<file path="config.mk">
export PLATFORM = sky130hd
export DESIGN_NAME = pic_ack_sequencer_flat
export DESIGN_NICKNAME = d
export VERILOG_FILES = /design/src/rtl/pic_pkg.sv /design/src/rtl/pic_ack_sequencer_if.sv /design/src/rtl/pic_priority_resolver.sv /design/src/rtl/pic_ack_sequencer.sv /design/src/flat_wrapper.sv
export SDC_FILE = /design/constraint.sdc
export NUM_CORES = 1
export LEC_CHECK = 0
export CAP_MARGIN = 30
export CORE_ASPECT_RATIO = 0.7
export CORE_MARGIN = 8
export CORE_UTILIZATION = 35
export DETAILED_ROUTE_END_ITERATION = 6
export GPL_TIMING_DRIVEN = 0
export PLACE_DENSITY = 0.65
export SETUP_SLACK_MARGIN = 0.4
export SLEW_MARGIN = 30
export SYNTH_ARGS = -nofsm -noshare
export SYNTH_HDL_FRONTEND = slang
export SYNTH_HIERARCHICAL = 1
export SYNTH_SLANG_ARGS = --single-unit
</file>
<file path="constraint.sdc">
create_clock -name clk -period 8.4 [get_ports clk]
set_input_delay 0.84 -clock clk [delete_from_list [all_inputs] [get_ports clk]]
set_output_delay 0.84 -clock clk [all_outputs]
set_load 0.02 [all_outputs]
</file>
<file path="src/rtl/pic_pkg.sv">
// Shared types and helpers for the 8259 interrupt-acknowledge sequencer.
package pic_pkg;

    localparam int unsigned NUM_IR = 8;
    localparam int unsigned ID_W = 3;
    localparam logic [ID_W-1:0] FULLY_NESTED = 3'd7;

    typedef enum logic [2:0] {
        StIdle,
        StReq,
        StAck1,
        StWait2,
        StAck2
    } state_e;

    function automatic logic [ID_W-1:0] onehot_to_id(input logic [NUM_IR-1:0] oh);
        logic [ID_W-1:0] id;
        id = '0;
        for (int i = 0; i < NUM_IR; i++) begin
            if (oh[i]) id = id | ID_W'(i);
        end
        return id;
    endfunction

endpackage

</file>
<file path="src/rtl/pic_ack_sequencer_if.sv">
// Configuration, request and CPU handshake signals of the acknowledge sequencer.
interface pic_ack_sequencer_if;
    import pic_pkg::*;

    logic [NUM_IR-1:0] irr;
    logic [NUM_IR-1:0] int_mask;
    logic [ID_W-1:0]   priority_rotate;
    logic [4:0]        vector_base;
    logic              auto_eoi;
    logic [NUM_IR-1:0] eoi;
    logic              write_icw1;
    logic              int_ack_n;

    logic              int_out;
    logic [NUM_IR-1:0] isr;
    logic [NUM_IR-1:0] highest_level_in_service;
    logic [NUM_IR-1:0] clear_irr;
    logic [NUM_IR-1:0] acknowledge_interrupt;
    logic              end_of_ack_seq;
    logic [7:0]        data_out;
    logic              data_out_en;

    modport master (
        output irr, int_mask, priority_rotate, vector_base, auto_eoi, eoi, write_icw1,
               int_ack_n,
        input  int_out, isr, highest_level_in_service, clear_irr, acknowledge_interrupt,
               end_of_ack_seq, data_out, data_out_en
    );

    modport slave (
        input  irr, int_mask, priority_rotate, vector_base, auto_eoi, eoi, write_icw1,
               int_ack_n,
        output int_out, isr, highest_level_in_service, clear_irr, acknowledge_interrupt,
               end_of_ack_seq, data_out, data_out_en
    );

endinterface

</file>
<file path="src/rtl/pic_priority_resolver.sv">
// Picks the highest-priority set bit; priority starts at rotate+1 and wraps down to rotate.
module pic_priority_resolver
    import pic_pkg::*;
(
    input  logic [NUM_IR-1:0] req,
    input  logic [ID_W-1:0]   rotate,
    output logic [NUM_IR-1:0] onehot
);

    logic [ID_W-1:0] lvl;
    logic            found;

    always_comb begin
        onehot = '0;
        found  = 1'b0;
        lvl    = '0;
        for (int i = 0; i < NUM_IR; i++) begin
            lvl = rotate + 3'd1 + ID_W'(i);  // 3-bit wrap gives the cyclic order
            if (!found && req[lvl]) begin
                onehot[lvl] = 1'b1;
                found       = 1'b1;
            end
        end
    end

endmodule

</file>
<file path="src/rtl/pic_ack_sequencer.sv">
// 8259 acknowledge sequencer: priority arbitration, INT, ISR ownership and the two-pulse INTA.
module pic_ack_sequencer
    import pic_pkg::*;
#(
    parameter int unsigned SYNC_STAGES = 2,
    parameter int unsigned SPURIOUS_ID = 7
) (
    input  logic               clk,
    input  logic               reset_n,
    pic_ack_sequencer_if.slave bus
);

    localparam logic [NUM_IR-1:0] SpuriousOh = NUM_IR'(1) << SPURIOUS_ID;

    logic [SYNC_STAGES-1:0] sync_q, sync_d;
    logic                   sync_prev_q;
    logic                   ack_sync, fall, rise;

    state_e            state_q, state_d;
    logic [NUM_IR-1:0] winner_q, winner_d;
    logic              spurious_q, spurious_d;
    logic [NUM_IR-1:0] isr_q, isr_d;
    logic [NUM_IR-1:0] clear_irr_q, clear_irr_d;
    logic [NUM_IR-1:0] set_mask, aeoi_clr;
    logic              eoa;

    logic [NUM_IR-1:0] cand_oh, hlis_oh;
    logic [ID_W-1:0]   rot_hi, cand_rank, hlis_rank;
    logic              cand_valid;

    assign sync_d   = {sync_q[SYNC_STAGES-2:0], bus.int_ack_n};
    assign ack_sync = sync_q[SYNC_STAGES-1];
    assign fall     = sync_prev_q & ~ack_sync;
    assign rise     = ~sync_prev_q & ack_sync;

    pic_priority_resolver u_req_res (
        .req    (bus.irr & ~bus.int_mask),
        .rotate (bus.priority_rotate),
        .onehot (cand_oh)
    );

    pic_priority_resolver u_isr_res (
        .req    (isr_q),
        .rotate (bus.priority_rotate),
        .onehot (hlis_oh)
    );

    // Rank 0 is the highest priority level under the current rotation.
    assign rot_hi     = bus.priority_rotate + 3'd1;
    assign cand_rank  = onehot_to_id(cand_oh) - rot_hi;
    assign hlis_rank  = onehot_to_id(hlis_oh) - rot_hi;
    assign cand_valid = (|cand_oh) && (~|isr_q || (cand_rank < hlis_rank));

    always_comb begin
        state_d     = state_q;
        winner_d    = winner_q;
        spurious_d  = spurious_q;
        set_mask    = '0;
        aeoi_clr    = '0;
        clear_irr_d = '0;
        eoa         = 1'b0;
        unique case (state_q)
            StIdle: if (cand_valid) state_d = StReq;
            StReq: begin
                if (fall) begin
                    state_d = StAck1;
                    if (cand_valid) begin
                        winner_d    = cand_oh;
                        spurious_d  = 1'b0;
                        set_mask    = cand_oh;
                        clear_irr_d = cand_oh;
                    end else begin
                        winner_d   = SpuriousOh;
                        spurious_d = 1'b1;
                    end
                end else if (!cand_valid) begin
                    state_d = StIdle;
                end
            end
            StAck1:  if (rise) state_d = StWait2;
            StWait2: if (fall) state_d = StAck2;
            StAck2: begin
                if (rise) begin
                    state_d = StIdle;
                    eoa     = 1'b1;
                    if (bus.auto_eoi && !spurious_q) aeoi_clr = winner_q;
                end
            end
            default: state_d = StIdle;
        endcase
        isr_d = (isr_q & ~bus.eoi & ~aeoi_clr) | set_mask;
    end

    always_ff @(posedge clk or negedge reset_n) begin
        if (!reset_n) begin
            sync_q      <= '1;
            sync_prev_q <= 1'b1;
            state_q     <= StIdle;
            winner_q    <= '0;
            spurious_q  <= 1'b0;
            isr_q       <= '0;
            clear_irr_q <= '0;
        end else if (bus.write_icw1) begin
            sync_q      <= '1;
            sync_prev_q <= 1'b1;
            state_q     <= StIdle;
            winner_q    <= '0;
            spurious_q  <= 1'b0;
            isr_q       <= '0;
            clear_irr_q <= '0;
        end else begin
            sync_q      <= sync_d;
            sync_prev_q <= ack_sync;
            state_q     <= state_d;
            winner_q    <= winner_d;
            spurious_q  <= spurious_d;
            isr_q       <= isr_d;
            clear_irr_q <= clear_irr_d;
        end
    end

    // Derived from async-reset state so the bus is released the moment reset_n falls.
    assign bus.data_out_en = (state_q == StAck2) && !ack_sync;
    assign bus.data_out    = bus.data_out_en ? {bus.vector_base, onehot_to_id(winner_q)} : '0;

    assign bus.int_out                  = (state_q == StReq);
    assign bus.isr                      = isr_q;
    assign bus.highest_level_in_service = hlis_oh;
    assign bus.clear_irr                = clear_irr_q;
    assign bus.acknowledge_interrupt    = winner_q;
    assign bus.end_of_ack_seq           = eoa;

endmodule

</file>
<file path="src/flat_wrapper.sv">
// flat-port wrapper written by rule: the top's interface ports become plain ports
module pic_ack_sequencer_flat import pic_pkg::*;
#(
    parameter int unsigned SYNC_STAGES = 2,
    parameter int unsigned SPURIOUS_ID = 7
)
  (clk, reset_n, bus_irr, bus_int_mask, bus_priority_rotate, bus_vector_base, bus_auto_eoi, bus_eoi, bus_write_icw1, bus_int_ack_n, bus_int_out, bus_isr, bus_highest_level_in_service, bus_clear_irr, bus_acknowledge_interrupt, bus_end_of_ack_seq, bus_data_out, bus_data_out_en);
  pic_ack_sequencer_if bus_i ();
  input  logic clk;
  input  logic reset_n;
  input wire logic [$bits(bus_i.irr)-1:0] bus_irr;
  input wire logic [$bits(bus_i.int_mask)-1:0] bus_int_mask;
  input wire logic [$bits(bus_i.priority_rotate)-1:0] bus_priority_rotate;
  input wire logic [$bits(bus_i.vector_base)-1:0] bus_vector_base;
  input wire logic [$bits(bus_i.auto_eoi)-1:0] bus_auto_eoi;
  input wire logic [$bits(bus_i.eoi)-1:0] bus_eoi;
  input wire logic [$bits(bus_i.write_icw1)-1:0] bus_write_icw1;
  input wire logic [$bits(bus_i.int_ack_n)-1:0] bus_int_ack_n;
  output wire logic [$bits(bus_i.int_out)-1:0] bus_int_out;
  output wire logic [$bits(bus_i.isr)-1:0] bus_isr;
  output wire logic [$bits(bus_i.highest_level_in_service)-1:0] bus_highest_level_in_service;
  output wire logic [$bits(bus_i.clear_irr)-1:0] bus_clear_irr;
  output wire logic [$bits(bus_i.acknowledge_interrupt)-1:0] bus_acknowledge_interrupt;
  output wire logic [$bits(bus_i.end_of_ack_seq)-1:0] bus_end_of_ack_seq;
  output wire logic [$bits(bus_i.data_out)-1:0] bus_data_out;
  output wire logic [$bits(bus_i.data_out_en)-1:0] bus_data_out_en;
  assign bus_i.irr = bus_irr;
  assign bus_i.int_mask = bus_int_mask;
  assign bus_i.priority_rotate = bus_priority_rotate;
  assign bus_i.vector_base = bus_vector_base;
  assign bus_i.auto_eoi = bus_auto_eoi;
  assign bus_i.eoi = bus_eoi;
  assign bus_i.write_icw1 = bus_write_icw1;
  assign bus_i.int_ack_n = bus_int_ack_n;
  assign bus_int_out = bus_i.int_out;
  assign bus_isr = bus_i.isr;
  assign bus_highest_level_in_service = bus_i.highest_level_in_service;
  assign bus_clear_irr = bus_i.clear_irr;
  assign bus_acknowledge_interrupt = bus_i.acknowledge_interrupt;
  assign bus_end_of_ack_seq = bus_i.end_of_ack_seq;
  assign bus_data_out = bus_i.data_out;
  assign bus_data_out_en = bus_i.data_out_en;
  pic_ack_sequencer #(.SYNC_STAGES(SYNC_STAGES), .SPURIOUS_ID(SPURIOUS_ID)) u_core (.clk(clk), .reset_n(reset_n), .bus(bus_i));
endmodule
</file>
# ---- After elaboration in Yosys (flattened, before gate mapping)
# Index checks and enable logic that the tools add are counted.
dict set report totals {
  out_inout_bits 43
  input_bits 37
  wordCells 246
  reg_bits 31
}
dict set report op_classes {
  reduce_logical 50
  add_sub_neg 10
  order_cmp 17
  bitwise_logic 25
  n_eq_ne 9
  muxes 128
}
# operator count
set op_table {}
lappend op_table {{$mux 8} 29}
lappend op_table {{$or 8x8->8} 15}
lappend op_table {{$mux 3} 19}
lappend op_table {{$bmux 1 s3} 16}
lappend op_table {{$mux 1} 48}
lappend op_table {{$lt 3x4->1 const B} 8}
lappend op_table {{$logic_and 1x1->1} 25}
lappend op_table {{$and 8x8->8} 3}
lappend op_table {{$demux 1 s3} 8}
lappend op_table {{$ge 3x1->1 const B} 8}
lappend op_table {{$not 8->8} 3}
lappend op_table {{$logic_not 1->1} 17}
lappend op_table {{$reduce_or 8->1} 2}
lappend op_table {{$pmux 3 s5} 1}
lappend op_table {{$mux 2} 7}
lappend op_table {{$add 3x3->3 const B} 4}
lappend op_table {{$ne 3x2->1 const B} 4}
lappend op_table {{$add 3x1->3 const B} 2}
lappend op_table {{$add 3x2->3 const B} 2}
lappend op_table {{$eq 3x2->1 const B} 2}
lappend op_table {{$sub 3x3->3} 2}
lappend op_table {{$reduce_and 5->1} 1}
lappend op_table {{$ne 4x3->1 const B} 1}
lappend op_table {{$reduce_bool 2->1} 2}
lappend op_table {{other kinds (8)} 10}

# ---- Logic depth before layout (Yosys ltp)
dict set report depth {
  word_depth 42
  ltp_mapped 24
  ltp_nobuf 21
}

# ---- By module
# The synthesis kept the hierarchy.
# module seq_area_each_um2 n_inst area_each_um2 cells_each
set by_module_without_submodules {}
lappend by_module_without_submodules {pic_ack_sequencer 779.5 1 1610.3 158}
lappend by_module_without_submodules {{pic_priority_resolver at u_core.u_isr_res} 0.0 1 1131.1 135}
lappend by_module_without_submodules {{pic_priority_resolver at u_core.u_req_res} 0.0 1 1072.3 114}

# ---- Least setup slack after synthesis
# OpenSTA, ideal clock, no wires.
dict set report synth_path {
  path_type {input-to-reg}
  start {input bus_priority_rotate[0]}
  end {register u_core.isr_q[5] (netlist: u_core/bus.isr[5])}
  cell_stages 23
  t_arrival_ns 5.715
  setup_ns 0.066
  path_slack_ns 2.619
  path_buffers 3
  required_time_ns 8.334
  path_cell_list {buf_6 > inv_1 > buf_6 > ha_1 > buf_6 > mux2_1 > mux4_2 > or3_4 > or4_4 > o21ai_2 > a311o_1 > o31a_1 > nor4_1 > ha_1 > fa_1 > xnor2_1 > xnor2_1 > ha_1 > a21oi_1 > o21ai_0 > a21oi_1 > and2_1 > a31o_1}
}
dict set report synth_between {
  elab_cells_between_ends 177
  classes_between {add/sub (10); order compare (17); mux (96); bitwise (15); reduce/logical (39)}
}
# element line
set synth_rtl {}
lappend synth_rtl {{start: declaration} flat_wrapper.sv:13} ;# input wire logic [$bits(bus_i.priority_rotate)-1:0] bus_priority_rotate;
lappend synth_rtl {{$add 3x1->3 *} pic_priority_resolver.sv:18} ;# lvl = rotate + 3'd1 + ID_W'(i);
lappend synth_rtl {{branches (longest 23 deep; another with $lt 3x4->1)} -}
lappend synth_rtl {{$mux 8 *} pic_priority_resolver.sv:19} ;# if (!found && req[lvl]) begin
lappend synth_rtl {{named net u_core.cand_oh[7]} pic_ack_sequencer.sv:27} ;# logic [NUM_IR-1:0] cand_oh, hlis_oh;
lappend synth_rtl {{$mux 3} pic_pkg.sv:20} ;# if (oh[i]) id = id | ID_W'(i);
lappend synth_rtl {{$sub 3x3->3} pic_ack_sequencer.sv:50} ;# assign cand_rank = onehot_to_id(cand_oh) - rot_hi;
lappend synth_rtl {{$lt 3x3->1} pic_ack_sequencer.sv:52} ;# assign cand_valid = (|cand_oh) && (~|isr_q || (cand_rank < hlis_rank));
lappend synth_rtl {{$logic_or 1x1->1} pic_ack_sequencer.sv:52}
lappend synth_rtl {{$logic_and 1x1->1 *} pic_ack_sequencer.sv:52}
lappend synth_rtl {{$mux 8 *} pic_ack_sequencer.sv:67} ;# if (cand_valid) begin
lappend synth_rtl {{$mux 8 *} pic_ack_sequencer.sv:65} ;# if (fall) begin
lappend synth_rtl {{$mux 8 *} pic_ack_sequencer.sv:62} ;# unique case (state_q)
lappend synth_rtl {{$or 8x8->8 *} pic_ack_sequencer.sv:91} ;# isr_d = (isr_q & ~bus.eoi & ~aeoi_clr) | set_mask;
lappend synth_rtl {{$mux 8 *} pic_ack_sequencer.sv:103} ;# end else if (bus.write_icw1) begin
lappend synth_rtl {{end signal: assignment} pic_ack_sequencer.sv:117} ;# isr_q <= isr_d;
lappend synth_rtl {{end: declaration} pic_ack_sequencer.sv:22} ;# logic [NUM_IR-1:0] isr_q, isr_d;
# Mark *: on every way through the listed nets, which the timed path passes. The select of a mux whose other input is x is not followed.
# A chain may end at the register's enable or synchronous reset.

# ---- Worst setup path in the final report
dict set report layout_path {
  start {input bus_priority_rotate[0]}
  end {register u_core.isr_q[1] (netlist: u_core/bus.isr[1])}
}
dict set report layout_between {
  elab_cells_between_ends 177
  classes_between {add/sub (10); order compare (17); mux (96); bitwise (15); reduce/logical (39)}
}
# element line
set layout_rtl {}
lappend layout_rtl {{$add 3x1->3 *} pic_priority_resolver.sv:18}
lappend layout_rtl {{branches (longest 23 deep; another with $lt 3x4->1)} -}
lappend layout_rtl {{$mux 8 *} pic_priority_resolver.sv:19}
lappend layout_rtl {{named net u_core.cand_oh[5]} pic_ack_sequencer.sv:27}
lappend layout_rtl {{$mux 3 (3 in a row)} pic_pkg.sv:20}
lappend layout_rtl {{$sub 3x3->3} pic_ack_sequencer.sv:50}
lappend layout_rtl {{$lt 3x3->1} pic_ack_sequencer.sv:52}
lappend layout_rtl {{$logic_or 1x1->1} pic_ack_sequencer.sv:52}
lappend layout_rtl {{$logic_and 1x1->1 *} pic_ack_sequencer.sv:52}
lappend layout_rtl {{$mux 8 *} pic_ack_sequencer.sv:67}
lappend layout_rtl {{$mux 8 *} pic_ack_sequencer.sv:65}
lappend layout_rtl {{$mux 8 *} pic_ack_sequencer.sv:62}
lappend layout_rtl {{$or 8x8->8 *} pic_ack_sequencer.sv:91}
lappend layout_rtl {{$mux 8 *} pic_ack_sequencer.sv:103}
# Marked as above.

==> flow_metrics.env <==
export IMPL_synth_area_per_cell_um2=9.37
export IMPL_critical_path_arrival_ps=7460
export IMPL_synth_nets=455
export IMPL_p_leak_uw=0.00198
export IMPL_hold_viol_final=0
export IMPL_reg2reg_depth=19
export IMPL_fin_crit_ps=7250
export IMPL_n_fill_cell=1019
export IMPL_cts_path_max_buffers=2
export IMPL_grt_max_degree=32
export IMPL_via_per_inst=6.00
export IMPL_cap_violations=0
export IMPL_hold_class="reg -> reg"
export IMPL_grt_pass1_wl_um=19800
export IMPL_timing_fmax_ghz=0.138
export IMPL_clkPwrFrac_pct=29.8
export IMPL_fin_crit_sh_pct=86.3
export IMPL_place_gp_congestion=0.934
export IMPL_netlist_instances=407
export IMPL_ctsResizeCount=0
export IMPL_ys_seq_area_share_pct=20.4
export IMPL_wl_per_cell_um=19.4
export IMPL_seq_power_share_pct=25.8
export IMPL_drt_iter0_markers=368
export IMPL_cp_end_kind="flop"
export IMPL_crit_chain="clkdlybuf4s50_1 > buf_6 > inv_1 > buf_6 > ha_1 > mux4_2 > or2_1 > buf_2 > o221ai_2 > nand4_4 > o31ai_2 > a41oi_1 > a32oi_1 > nor4_1 > ha_1 > fa_1 > xnor2_1 > xnor2_1 > ha_1 > a21oi_1 > o21ai_0 > a21oi_1 > and2_1 > a31o_1"
export IMPL_n_antenna_cell=0
export IMPL_die_area_mm2=0.0145
export IMPL_vias=3779
export IMPL_synth_edf_count=0
export IMPL_coreArea_mm2=0.0108
export IMPL_io_buffers=79
export IMPL_first_global_vias=3787
export IMPL_switching_share_pct=35.6
export IMPL_track_usage_pct=16.7
export IMPL_outcome="completed"
export IMPL_rows=32
export IMPL_clockRootBuffer="clkbuf_16"
export IMPL_initial_core_util_pct=35.3
export IMPL_drc=0
export IMPL_postCtsSetupRepairBufs=0
export IMPL_utilization_pct=45.6
export IMPL_critPathKind="in -> reg"
export IMPL_required_ps=8610
export IMPL_setup_viol=0
export IMPL_relSlewSlack_pct=41.0
export IMPL_max_stage_delay_ps=800
export IMPL_clock_sinks=31
export IMPL_design_power_total_uw=627
export IMPL_p_int_uw=404
export IMPL_numCtsBuffers=5
export IMPL_crit_path_end="u_core/bus.isr[1]$_DFF_PN0_"
export IMPL_cts_tree="built"
export IMPL_yosys_cell_types_count=92
export IMPL_fin_tns_setup_ps=0
export IMPL_drtPass1Iterations=4
export IMPL_synth_seq_cells=31
export IMPL_ir_drop_uv=107
export IMPL_reg2reg_from="u_core/bus.isr[2]$_DFF_PN0_"
export IMPL_fin_skew_ps=4.10
export IMPL_slew_viol_final=0
export IMPL_clock_latency_ps=270
export IMPL_critPathMaxFanout=10
export IMPL_ff2ff_setup_slack_ps=3340
export IMPL_io_pins=80
export IMPL_worst_pin_slew_ps=883
export IMPL_critPathLaunchType="primary input"
export IMPL_antenna_found_initial=0
export IMPL_synth_area_mm2=0.00381
export IMPL_die_y_um=103
export IMPL_rsz0062_at_grt="false"
export IMPL_dp_hpwl_um=9550
export IMPL_die_x_um=141
export IMPL_holdWs_ps=497
export IMPL_ant_nets=0
export IMPL_cts_hold_buf=0
export IMPL_nNetsFinal=541
export IMPL_drive_above_1_share_pct=18.0
export IMPL_cp_common_cell="ha_1"
export IMPL_routed_wl_um=12200
export IMPL_synthFlopType="dfrtp_1"
export IMPL_grt_overflow=0
export IMPL_cp_startpoint="bus_priority_rotate[0]"
export IMPL_switchingPower_uw=223
export IMPL_async_flop_share_pct=100
export IMPL_combPwrFrac_pct=44.3
export IMPL_h_tree_depth=2
export IMPL_area_growth_pct=29.2
export IMPL_p_per_area_mw_per_mm2=127
export IMPL_r2r_end="u_core/bus.isr[1]$_DFF_PN0_"
export IMPL_yosys_warnings=6
export IMPL_cp_slowest_cell="clkdlybuf4s50_1"
export IMPL_clk_pin_slew_worst_paths_ps=50
==> cells in the final DEF (no fill, tap or decap), types with 8 or more instances in the layout <==
cell type,netlist,layout
a21oi_1,24,24
nor2_1,24,24
clkdlybuf4s50_1,0,78
nand2_1,31,31
inv_1,12,12
and2_1,13,13
nor3_1,14,14
dfrtp_1,28,28
nand3_1,13,13
buf_6,8,8
mux4_2,18,18
nor2b_1,14,14
a31o_1,8,8
o21ai_0,13,13
nor4_1,12,12
a21o_1,8,8
mux2_2,10,10
ha_1,9,9
==> metrics by stage <==
| step | cells | setup WS, ps | cell area (um^2) |
|---|---|---|---|
| after floorplan | 407 | 2620 | 3810 |
| after global placement | 622 | 956 | 4770 |
| after detailed placement | 622 | 927 | 4770 |
| after CTS | 630 | 1190 | 4930 |
| after global routing | 630 | 741 | 4930 |
| final | 630 | 1150 | 4930 |
==> final cells by class <==
type	instances	area [um^2]	share of cell area, %
Sequential cell	31	779	15.8
Clock buffer	8	156	3.18
Multi-Input combinational cell	338	2800	56.9
Tap cell	136	170	3.45
Buffer	23	174	3.53
Timing Repair Buffer	79	786	16.0
Inverter	15	56.3	1.14
==> metal layers <==
layer  vias up  global-route usage, %  routed length [um]
met1      1839                   23.6                5670
met5         -                      0                   0
met3         4                   3.81                1210
met2       193                   26.0                5260
met4         0                   2.71                  50
li1       1743                      -                   -
==> worst max-delay path: cells and delay by family <==
kind / cells / cell delay, ps
fa+ha+maj: 4 / 1250
mux: 1 / 520
xor+xnor: 2 / 290
buf+inv: 5 / 1510
simple gates: 4 / 880
compound gates: 8 / 2150
==> registers in the layout, summed over array words and instances (netlist names) <==
| signal | flops |
|---|---|
| u_core/bus.acknowledge_interrupt | 8 |
| u_core/sync_q | 2 |
| u_core/bus.isr | 8 |
| u_core/state_q | 3 |
| u_core/bus.clear_irr | 8 |
| u_core/sync_prev_q | 1 |
| u_core/spurious_q | 1 |
==> power groups by stage <==
stage	clock network, uW	logic (uW)	registers [uW]
6_report	187	278	162
5_1_grt	196	302	163
4_1_cts	190	276	162
3_5_place_dp	0	274	164
3_3_place_gp	0	271	164
2_1_floorplan	0	190	165
==> logic make-up after synthesis <==
group                    Yosys count  synth area share (%)
AO/OA/AOI/OAI                    102                  20.3
XOR/XNOR                          13                  4.72
adder cells (fa/ha/maj)           11                  4.00
buffers and inverters             38                  6.04
flip-flops                        31                  20.4
multiplexers                      42                  18.4
AND/OR/NAND/NOR                  170                  26.1
==> worst min path at each step <==
| stage | startpoint | endpoint | slack [ps] | depth (start not counted) |
|---|---|---|---|---|
| 6_report | u_core/spurious_q$_DFFE_PN0P_ | u_core/spurious_q$_DFFE_PN0P_ | 500 | 2 |
| 5_1_grt | u_core/bus.acknowledge_interrupt[0]$_DFFE_PN0P_ | u_core/bus.acknowledge_interrupt[0]$_DFFE_PN0P_ | 540 | 1 |
| 4_1_cts | u_core/spurious_q$_DFFE_PN0P_ | u_core/spurious_q$_DFFE_PN0P_ | 490 | 2 |
| 3_5_place_dp | u_core/spurious_q$_DFFE_PN0P_ | u_core/spurious_q$_DFFE_PN0P_ | 480 | 2 |
| 3_3_place_gp | u_core/spurious_q$_DFFE_PN0P_ | u_core/spurious_q$_DFFE_PN0P_ | 470 | 2 |
| 2_1_floorplan | u_core/spurious_q$_DFFE_PN0P_ | u_core/spurious_q$_DFFE_PN0P_ | 440 | 2 |
==> synthesized netlist by cell type, types with 5 or more instances <==
cell	n	share of area [%]
inv_1	12	1.2
and2_1	13	2.1
nand4_1	5	0.82
a21o_1	8	1.6
a21oi_1	24	3.1
nand2b_1	7	1.1
nor4_1	12	2.0
nor2_1	24	2.4
mux2_2	10	3.0
or3_1	5	0.82
clkbuf_1	6	0.59
xnor2_1	6	1.4
nor2b_1	14	2.3
nor3_1	14	1.8
a31o_1	8	1.8
a31oi_1	6	0.98
and3_1	5	0.82
dfrtp_1	28	18
buf_6	8	2.4
mux2i_1	6	1.6
o21ai_0	13	1.7
nand3_1	13	1.7
ha_1	9	3.0
nand2_1	31	3.1
buf_2	6	0.79
mux4_2	18	11
(Power assumes the default switching activity.)
